<file path="src/rtl/puf_dump_ctrl.sv">
// SRAM-PUF readout controller: on a UART start command, streams the RAM power-up content
// byte by byte (little-endian lanes) over the UART TX, with an optional trailing XOR checksum.
module puf_dump_ctrl #(
    parameter int         ADDR_W    = 13,
    parameter int         DATA_W    = 16,
    parameter int         NUM_WORDS = 8192,
    parameter logic [7:0] CMD_START = 8'h73,
    parameter logic [7:0] CMD_ABORT = 8'h78,
    parameter bit         CSUM_EN   = 1'b1
) (
    input  logic              clk,
    input  logic              rst,
    input  logic              uart_rx_ready,
    input  logic [7:0]        uart_data_from_rx,
    input  logic              uart_tx_ready,
    output logic [7:0]        uart_data_to_tx,
    output logic              uart_tx_enable,
    output logic [ADDR_W-1:0] ram_raddr,
    input  logic [DATA_W-1:0] ram_rdata,
    output logic              busy,
    output logic              done
);
    localparam int L      = DATA_W / 8;
    localparam int NB     = NUM_WORDS * L;
    localparam int IDX_W  = $clog2(NB) + 1;
    localparam int LANE_W = (L > 1) ? $clog2(L) : 1;

    typedef enum logic [3:0] {
        INIT, IDLE, RD_ADDR, RD_WAIT, LOAD, SEND, WAIT_FIN, NEXT, CSUM, CSUM_WAIT
    } state_t;

    state_t            state, state_nx;
    logic [IDX_W-1:0]  byte_idx;
    logic [LANE_W-1:0] lane_idx;
    logic [7:0]        csum;
    logic [7:0]        lane_byte;
    logic              armed;
    logic              guard, guard_nx;
    logic              abort_pend;
    logic              start_cmd, abort_cmd, last_byte, to_idle;

    assign start_cmd = uart_rx_ready && (uart_data_from_rx == CMD_START);
    assign abort_cmd = uart_rx_ready && (uart_data_from_rx == CMD_ABORT);
    assign last_byte = (byte_idx == IDX_W'(NB - 1));

    // Word and lane are tracked as separate counters, so no divider is needed for odd lane counts
    always_comb begin
        lane_byte = ram_rdata[7:0];
        for (int i = 1; i < L; i++) begin
            if (lane_idx == LANE_W'(i)) lane_byte = ram_rdata[i*8 +: 8];
        end
    end

    always_comb begin
        state_nx       = state;
        guard_nx       = 1'b0;
        uart_tx_enable = 1'b0;
        case (state)
            INIT: begin
                // armed keeps enable low while reset is held
                if (armed && uart_tx_ready) begin
                    uart_tx_enable = 1'b1;
                    state_nx       = IDLE;
                end
            end
            IDLE:    if (start_cmd) state_nx = RD_ADDR;
            RD_ADDR: state_nx = RD_WAIT;
            RD_WAIT: state_nx = LOAD;
            LOAD:    state_nx = SEND;
            SEND: begin
                if (uart_tx_ready) begin
                    uart_tx_enable = 1'b1;
                    guard_nx       = 1'b1;
                    state_nx       = WAIT_FIN;
                end
            end
            WAIT_FIN: if (!guard && uart_tx_ready) state_nx = NEXT;
            NEXT: begin
                if (abort_pend)     state_nx = IDLE;
                else if (last_byte) state_nx = CSUM_EN ? CSUM : IDLE;
                else                state_nx = RD_ADDR;
            end
            CSUM: begin
                if (uart_tx_ready) begin
                    uart_tx_enable = 1'b1;
                    guard_nx       = 1'b1;
                    state_nx       = CSUM_WAIT;
                end
            end
            CSUM_WAIT: if (!guard && uart_tx_ready) state_nx = IDLE;
            default:   state_nx = INIT;
        endcase
    end

    assign to_idle = (state != IDLE) && (state != INIT) && (state_nx == IDLE);

    always_ff @(posedge clk or posedge rst) begin
        if (rst) begin
            state           <= INIT;
            armed           <= 1'b0;
            guard           <= 1'b0;
            byte_idx        <= '0;
            lane_idx        <= '0;
            ram_raddr       <= '0;
            csum            <= '0;
            uart_data_to_tx <= '0;
            busy            <= 1'b0;
            done            <= 1'b0;
            abort_pend      <= 1'b0;
        end else begin
            state <= state_nx;
            armed <= 1'b1;
            guard <= guard_nx;
            done  <= to_idle;
            if (to_idle) begin
                busy       <= 1'b0;
                abort_pend <= 1'b0;
            end else if (busy && abort_cmd) begin
                abort_pend <= 1'b1;
            end
            case (state)
                IDLE: begin
                    if (start_cmd) begin
                        byte_idx  <= '0;
                        lane_idx  <= '0;
                        ram_raddr <= '0;
                        csum      <= '0;
                        busy      <= 1'b1;
                    end
                end
                LOAD: begin
                    uart_data_to_tx <= lane_byte;
                    csum            <= csum ^ lane_byte;
                end
                NEXT: begin
                    if (state_nx == RD_ADDR) begin
                        byte_idx <= byte_idx + IDX_W'(1);
                        if (lane_idx == LANE_W'(L - 1)) begin
                            lane_idx  <= '0;
                            ram_raddr <= ram_raddr + ADDR_W'(1);
                        end else begin
                            lane_idx <= lane_idx + LANE_W'(1);
                        end
                    end else if (state_nx == CSUM) begin
                        // Loaded on entry so the byte is already stable when CSUM pulses enable
                        uart_data_to_tx <= csum;
                    end
                end
                default: ;
            endcase
        end
    end
endmodule
</file>
<file path="config.mk">
export PLATFORM = sky130hd
export DESIGN_NAME = puf_dump_ctrl
export DESIGN_NICKNAME = d
export VERILOG_FILES = /design/src/rtl/puf_dump_ctrl.sv
export SDC_FILE = /design/constraint.sdc
export NUM_CORES = 1
export LEC_CHECK = 0
export BUFFER_PORTS_ARGS = -buffer_cell sky130_fd_sc_hd__buf_4
export CORE_ASPECT_RATIO = 0.6
export CORE_MARGIN = 3
export CORE_UTILIZATION = 51
export CTS_CLUSTER_DIAMETER = 120
export DETAILED_ROUTE_END_ITERATION = 6
export HOLD_SLACK_MARGIN = 0.02
export PLACE_DENSITY = 0.76
export SYNTH_ARGS = -nofsm -noshare
export SYNTH_HDL_FRONTEND = slang
export SYNTH_SLANG_ARGS = --single-unit
export TNS_END_PERCENT = 30
</file>
<file path="constraint.sdc">
create_clock -name clk -period 1.9 [get_ports clk]
set_clock_uncertainty 0.2 [all_clocks]
set_input_delay 0.285 -clock clk [delete_from_list [all_inputs] [get_ports clk]]
set_output_delay 0.285 -clock clk [all_outputs]
set_load 0.02 [all_outputs]
</file>
# Yosys cells after proc, flatten, opt, wreduce, memory -nomap -nowiden
# Index checks and enable logic that the tools add are counted.
[classes]
addsub = 3
n_eq_ne = 21
n_mux = 35
bitwise_logic = 1
reduce_logical = 19
[ops]
columns = ["operator", "n"]
rows = [
  ["case mux 4 bit (10 select lines)", 1],
  ["2-to-1 mux 13 bit", 3],
  ["2-to-1 mux 4 bit", 8],
  ["2-to-1 mux 8 bit", 4],
  ["case mux 8 bit (2 select lines)", 2],
  ["2-to-1 mux 15 bit", 2],
  ["case mux 15 bit (2 select lines)", 1],
  ["case mux 13 bit (2 select lines)", 1],
  ["== test 4 x 3 -> 1 bit, second input constant", 4],
  ["== test 8 x 7 -> 1 bit, second input constant", 2],
  ["adder 15 x 1 -> 15 bit, second input constant", 1],
  ["== test 15 x 14 -> 1 bit, second input constant", 1],
  ["adder 13 x 1 -> 13 bit, second input constant", 1],
  ["== test 4 x 2 -> 1 bit, second input constant", 3],
  ["== test 4 bit, second input constant", 3],
  ["2-to-1 mux 1 bit", 11],
  ["!= test 2 bit, second input constant", 5],
  ["== test 4 x 1 -> 1 bit, second input constant", 2],
  ["nonzero test 2 bit", 4],
  ["bitwise XOR 8 bit", 1],
  ["logical AND 1 bit", 7],
  ["AND reduction 3 bit", 2],
  ["zero test 4 bit", 1],
  ["!= test 4 x 1 -> 1 bit, second input constant", 1],
  ["7 further kinds", 8],
]
[word_totals]
ff_bits = 54
input_bits = 28
output_inout_bits = 24
wordCells = 90

# Logic depth before layout (Yosys ltp)
# Gate-level depths: netlist (run 1).
[logic_depth]
word_depth = 9
ltp_mapped = 8
ltp_nobuf = 7

# Worst setup path after synthesis (run 1)
# Ideal clock, no wire load.
[synth_timing]
kind = "register to register"
startpoint = "register byte_idx[0]"
endpoint = "register ram_raddr[12]"
setup_ns = 0.074
t_arrival_ns = 1.806
t_required_ns = 1.626
path_slack_ns = -0.180
stages_incl_launch_ff = 8
path_buffers = 0
synth_period_minus_slack_ns = 2.080
path_cell_list = "dfrtp_1 -> ha_1 -> nand3_2 -> o41ai_4 -> nor3_2 -> nand4_1 -> or3_2 -> o21ai_2"
[synth_via]
elab_chain_len = 7
[synth_rtl]
columns = ["item", "line_no", "text"]
rows = [
  ["from (decl)", "33", "logic [IDX_W-1:0] byte_idx;"],
  ["from (signal assigned)", "137", "byte_idx <= byte_idx + IDX_W'(1);"],
  ["== test 15 x 14 -> 1 bit", "44", "assign last_byte = (byte_idx == IDX_W'(NB - 1));"],
  ["2-to-1 mux 4 bit", "80", "else if (last_byte) state_nx = CSUM_EN ? CSUM : IDLE;"],
  ["2-to-1 mux 4 bit", "79", "if (abort_pend) state_nx = IDLE;"],
  ["case mux 4 bit (10 select lines)", "58", "case (state)"],
  ["== test 4 x 2 -> 1 bit", "136", "if (state_nx == RD_ADDR) begin"],
  ["!= test 2 bit (no source line)", "--", ""],
  ["AND reduction 4 bit (no source line)", "--", ""],
  ["to (signal assigned)", "140", "ram_raddr <= ram_raddr + ADDR_W'(1);"],
  ["to (decl)", "18", "output logic [ADDR_W-1:0] ram_raddr,"],
]
# Every way passes these cells.
# A chain may end at the register's enable or synchronous reset.

# Worst setup path after layout (run 1)
[layout_timing]
startpoint = "register state[2]"
endpoint = "register byte_idx[5]"
[layout_via]
elab_chain_len = 5
elab_cells_between_ends = 23
classes_between = "12 x eq/ne; 8 x mux; 3 x reduce/logical"
[layout_rtl]
columns = ["item", "line_no", "text"]
rows = [
  ["from (decl)", "32", "state_t state, state_nx;"],
  ["from (signal assigned)", "111", "state <= state_nx;"],
  ["== test 4 bit (tied with other cells)", "58", ""],
  ["case mux 4 bit (10 select lines)", "58", ""],
  ["== test 4 x 2 -> 1 bit", "136", ""],
  ["!= test 2 bit (no source line)", "--", ""],
  ["AND reduction 3 bit (no source line)", "--", ""],
]
# Parallel ways exist; a longest one is shown, timed or not.

==> flow_summary_export.csv, run 1 <==
group,metric,value,unit
global_routing,grt-ovfl-total,0,
logic_synthesis,avgSynthCellArea,9.31,µm²
floorplanning,die_w,106,µm
setup_path,r2r_slack,-310,ps
floorplanning,fp-row-count,21,
timing,setup_ws,-306,ps
logic_synthesis,synthXorXnorAreaFrac,1.44,%
timing,hold_viol,0,
clocking,cts.sinks,54,
detailed_routing,drt-initial-drc-count,276,
final_layout,layout_commonest_cell,"buf_4",
placed_design,placed_cells,507,
logic_synthesis,synth-simple-area-share,22.0,%
clocking,clock_latency,310,ps
placed_design,gp_congestion,0.861,
logic_synthesis,synth_area_leaders,"dfrtp_1, a21oi_1, nor2_1",
logic_synthesis,syn_nets,357,
timing,setup_viol,50,
timing,max_freq,453,MHz
final_layout,instances_no_fill,531,
global_routing,track_usage,26.1,%
global_routing,grt_max_degree,55,
final_layout,syn2layout_area_growth,49.3,%
final_layout,layout_common_cells,"buf_4, dfrtp_1, nor2_1, nand2_1, a21oi_1",
timing,slew_viol_final,0,
timing,fin_setup_tns,-10120,ps
global_routing,grt_pass1_vias,2958,
logic_synthesis,syn_inst,327,
logic_synthesis,synth_top_cell_by_area,"dfrtp_1",
detailed_routing,drt_pre_antenna_iters,7,
placed_design,numPortBuffers,51,
setup_path,cp-start-kind,"register",
pwr,cellLeakagePower,2.05,nW
detailed_routing,drt-total-wl,9.35,mm
final_layout,antenna_cells,0,
logic_synthesis,yosys.area.top_type_share,44.4,%
final_layout,nets,480,
timing,fin_crit,2210,ps
setup_path,crit_type,"reg -> reg",
detailed_routing,vias_per_cell,5.94,
placed_design,hpwl,6.10,mm
clocking,htree_levels,2,
logic_synthesis,ys.flop_type,"dfrtp_1",
detailed_routing,wire_per_inst,17.6,µm
placed_design,place_area,0.00403,mm²
floorplanning,ios,52,
detailed_routing,routed-via-count,3153,
setup_path,cp-endpoint,"byte_idx[5]",
run_status,status,"complete, but fails checks",
logic_synthesis,synth-compound-area-share,21.0,%
logic_synthesis,syn_area,0.00305,mm²
global_routing,antenna_found_initial,0,
timing,rsz0062_at_grt,"yes",
setup_path,r2r_cells,9,
floorplanning,core-area,0.00568,mm²
job,cap_violations,0,
detailed_routing,route.detailed.drc,0,
logic_synthesis,synth_mux_area_share,6.57,%
clocking,clockRootBuffer,"clkbuf_8",
detailed_routing,ant_nets,0,
final_layout,final_cell_area,0.00455,mm²
setup_path,crit_fanout,7,
logic_synthesis,synth_fa_ha_area_share,0.822,%
logic_synthesis,synth_seq_cells,54,
logic_synthesis,yosysSeqAreaShare,44.4,%
setup_path,r2r-start,"state[2]",
final_layout,drive_gt1_share,46.6,%
worst_hold_path,hp-class,"in -> reg",
floorplanning,fp.dieArea,0.00696,mm²
pwr,powerDensity,1280,mW/mm²
floorplanning,die_y,65.9,µm
logic_synthesis,synth_top_family_by_area,"simple AND/OR/NAND/NOR gates",
logic_synthesis,synth.distinct_cells,58,
timing,hold-worst-slack,59.8,ps
logic_synthesis,synth-warning-count,0,
logic_synthesis,synth-async-reset-ratio,100,%
setup_path,crit_start,"state[2]",
timing,post-route-period-util,116,%
setup_path,r2r_end,"byte_idx[5]",
setup_path,required,1890,ps
clocking,cts_tree,"yes",
setup_path,critical_path_arrival,2200,ps
pwr,ir_drop,0.000933,V
run_status,violations,"setup timing",
global_routing,grt_pass1_wl,14.5,mm
logic_synthesis,synth_edf_count,0,
clocking,cts_max_path_buffers,2,
placed_design,dp_worst_setup_slack,-258,ps
clocking,clk_pin_slew,100,ps
setup_path,endpoint_kind,"register",
floorplanning,start_util,53.7,%
clocking,cts_buffers,5,
registers in the layout (all words and copies together), names as in the netlist, 4 cells and up:
register         flops
ram_raddr           13
state                4
csum                 8
byte_idx            15
uart_data_to_tx      8
synth_stat cells (2+ instances only):
cell      instances
nand3_1          11
dfrtp_1          54
clkbuf_1          7
nand2_1          30
and3_1            4
nor3_2            3
nor2_1           31
xor2_1            2
o21ai_0          20
buf_2             7
o21ai_1          19
nor4_1            2
nor3_1            4
nor4bb_1          3
a31oi_1          10
nor2b_1           4
nand4_1           7
xnor2_1           3
a21o_1            2
mux2i_1          11
a21oi_1          24
inv_1             7
nor3b_1           2
buf_4             2
mux2_2            8
o31ai_1          11
or3_1             6
o21a_1            2
ha_1              2
what timing repair did:
| action | 4_1_cts | 5_1_grt |
|---|---|---|
| setup buffers | 8 | 6 |
| resized for setup | 34 | 44 |
| pin swaps | 4 | 23 |
| setup endpoints to repair | 50 | 51 |
| hold buffers | 1 | 0 |
| cloned | 0 | 1 |
| hold endpoints to repair | 54 | 0 |
cell type report:
type	instances	area, µm²
multi-input combinational	249	1870
sequential	54	1360
fill	336	1130
timing repair buffer	133	1110
tap	80	100
clock buffer	7	76.3
inverter	7	26.3
clock inverter	1	7.51
through the flow:
step	total power [W]	util (%)
after global placement	0.00440	71.0
after detailed placement	0.00450	71.0
after global routing	0.00615	80.1
after floorplan	0.00338	-
after CTS	0.00539	75.6
final	0.00583	80.1
worst max-delay path, stage by stage (launching register included):
cell and delay (ps):
dfrtp_1 430, buf_4 150, buf_8 130, and4b_1 190
o21ai_2 180, o221a_4 220, o211ai_4 160, buf_12 200
o21ai_4 140, o31ai_4 90
how the worst min path moves through the flow:
stage                               startpoint            to  slack (ps)  cells after the start
after floorplan                   byte_idx[14]  byte_idx[14]         250                      1
after global placement                     rst  ram_raddr[2]         170                      3
after detailed placement                   rst  ram_raddr[2]         170                      3
after CTS                 uart_data_from_rx[1]    abort_pend          60                      4
after global routing      uart_data_from_rx[1]    abort_pend         100                      4
final                     uart_data_from_rx[1]    abort_pend          60                      4
per-layer routing:
layer  routed length (µm)  vias up  GRT usage (%)
met5                    0        -              0
met2                 4450      156           42.4
met3                  688       24           5.46
met4                  187        0           5.82
li1                     -     1450              -
met1                 4030     1523           36.4
cells by family (layout without fill, tap and decap cells):
| logic type | after synthesis | after routing |
|---|---|---|
| and+or+nand+nor | 121 | 121 |
| adders and majority gates | 2 | 2 |
| buffers and inverters | 24 | 148 |
| other | 1 | 1 |
| muxes | 19 | 19 |
| xor gates and xnor gates | 5 | 5 |
| AOI/OAI and AO/OA | 101 | 101 |
| DFF | 54 | 54 |
power by group:
group	internal [W]	total [W]	switching (W)	leakage [nW]
Sequential	0.00149	0.00176	0.000269	0.696
Combinational	0.00171	0.00341	0.00171	1.32
Clock	0.000263	0.000654	0.000391	0.0385
(Power assumes the default switching activity.)
==> inputs of run 2 (changes only) <==
Clock period 1.9 ns to 2 ns, I/O delays scaled along.
==> flow_summary_export.csv, run 2 (same netlist as run 1, synthesis figures left out) <==
group,metric,value,unit
detailed_routing,route.detailed.drc,0,
detailed_routing,wire_per_inst,18.1,µm
clocking,clockRootBuffer,"clkbuf_8",
pwr,internal_power,0.00336,W
timing,setup_ws,-210,ps
detailed_routing,ant_nets,0,
pwr,seqPwrFrac,29.9,%
setup_path,crit_type,"reg -> reg",
final_layout,nets,470,
timing,post-route-period-util,110,%
final_layout,fillers,345,
worst_hold_path,hp-class,"in -> reg",
final_layout,regArea,0.00136,mm²
pwr,power.switching,0.00229,W
placed_design,gp_congestion,0.816,
final_layout,largest_reg_flops,15,
detailed_routing,drt_pre_antenna_iters,6,
setup_path,required,2010,ps
setup_path,crit_start,"state[1]",
global_routing,grt_max_degree,25,
placed_design,place_area,0.00390,mm²
job,cap_violations,0,
clocking,cts_tree,"yes",
final_layout,layout_common_cells,"buf_4, dfrtp_1, nor2_1, nand2_1, o21ai_2",
timing,max_freq,452,MHz
setup_path,r2r_end,"byte_idx[10]",
timing,rsz0062_at_grt,"yes",
pwr,p_clk_share,11.6,%
pwr,cellLeakagePower,2.03,nW
setup_path,cp-endpoint,"byte_idx[10]",
global_routing,antenna_found_initial,0,
floorplanning,core-area,0.00568,mm²
global_routing,grt-ovfl-total,0,
clocking,cts.sinks,54,
floorplanning,start_util,53.7,%
final_layout,drive_gt1_share,45.6,%
pwr,ir_drop,0.000638,V
setup_path,critical_path_arrival,2220,ps
setup_path,r2r-start,"state[1]",
pwr,powerDensity,1270,mW/mm²
clocking,htree_levels,2,
global_routing,grt_pass1_wl,13.4,mm
clocking,clk_pin_slew,100,ps
setup_path,endpoint_kind,"register",
final_layout,final_cell_area,0.00444,mm²
timing,tightest_slew,518,ps
detailed_routing,drt-initial-drc-count,221,
detailed_routing,vias_per_cell,5.95,
global_routing,grt_pass1_vias,2765,
floorplanning,ios,52,
setup_path,r2r_slack,-210,ps
clocking,cts_max_path_buffers,2,
placed_design,numPortBuffers,51,
run_status,violations,"setup timing",
final_layout,syn2layout_area_growth,45.9,%
timing,fin_crit,2210,ps
final_layout,top_register,"byte_idx",
pwr,switching_share,40.6,%
final_layout,reg.largest.list,"byte_idx x15, ram_raddr x13",
detailed_routing,drt-total-wl,9.44,mm
clocking,cts_buffers,5,
floorplanning,fp.dieArea,0.00696,mm²
floorplanning,die_w,106,µm
floorplanning,fp-row-count,21,
global_routing,track_usage,24.5,%
pwr,power,0.00565,W
timing,setup_viol,46,
setup_path,crit_fanout,8,
final_layout,layout_commonest_cell,"buf_4",
final_layout,multi_input_area,0.00185,mm²
setup_path,cp-start-kind,"register",
clocking,clock_latency,320,ps
pwr,comb_power_share,58.5,%
detailed_routing,routed-via-count,3102,
placed_design,hpwl,5.93,mm
setup_path,r2r_cells,9,
run_status,status,"complete, but fails checks",
final_layout,antenna_cells,0,
timing,slew_headroom,65.4,%
timing,slew_viol_final,0,
timing,hold_viol,0,
floorplanning,die_y,65.9,µm
-- run 2: cell types whose count changed in the layout (fill, tap and decap cells not counted), sizes merged --
cell,before,now
buf,131,121
clkinv,0,1
clkinvlp,1,0
-- run 2: how the worst min path moves through the flow --
stage	endpoint	cells after the start	from	slack, ps
finish	abort_pend	4	uart_data_from_rx[0]	70
global route	abort_pend	4	uart_data_from_rx[1]	80
CTS	abort_pend	4	uart_data_from_rx[1]	50
detailed placement	ram_raddr[12]	2	rst	170
global placement	uart_data_to_tx[2]	2	rst	160
floorplan	byte_idx[14]	1	byte_idx[14]	250
-- run 2: critical path: stages, from the launching register on --
cell and delay, ps:
dfrtp_1 410, buf_12 150, buf_6 130, and4b_1 190, o21ai_2 190, o221a_4 230
o211ai_4 170, buf_6 200, o21ai_2 150, o21ai_1 90
-- run 2: routing by layer --
| layer | global-route usage (%) | share of wire (%) | up-vias |
|---|---|---|---|
| met2 | 36.3 | 47 | 143 |
| met3 | 5.17 | 7.1 | 19 |
| met4 | 7.75 | 1.3 | 0 |
| met1 | 35.9 | 44 | 1514 |
| li1 | - | - | 1426 |
| met5 | 0 | 0 | - |
-- run 2: power by group through the flow --
stage | combinational, W | sequential (W) | clock (W)
after floorplan | 0.00132 | 0.00181 | 0
after global placement | 0.00243 | 0.00166 | 0
after detailed placement | 0.00251 | 0.00168 | 0
after CTS | 0.00274 | 0.00166 | 0.000653
after global routing | 0.00351 | 0.00173 | 0.000696
final | 0.00330 | 0.00169 | 0.000654
-- run 2: stage by stage --
step                util [%]  TNS [ps]  worst slack [ps]  hold WS, ps  instances
CTS                     73.0     -3150              -133         53.8        513
detailed placement      68.8     -4470              -238          171        495
global route            78.3     -8830              -283         75.9        521
floorplan                  -     -5.81             -5.81          248        327
finish                  78.3     -5640              -210         66.7        521
global placement        68.8     -2180              -120          160        495
-- run 2: cell type report --
class                      count  share of cell area, %
inverter                       7                  0.648
clock inverter                 1                  0.113
multi-input combinational    249                   41.6
sequential                    54                   30.5
timing repair buffer         123                   22.9
tap                           80                   2.25
clock buffer                   7                   1.94
-- run 2: repair_timing --
action / in CTS / in global routing
gates cloned: 0 / 1
gates resized for setup: 30 / 56
hold buffers: 1 / 0
buffers inserted: 9 / 7
pin swaps: 8 / 24
setup endpoints to repair: 42 / 50
endpoints found under the hold margin: 20 / 0
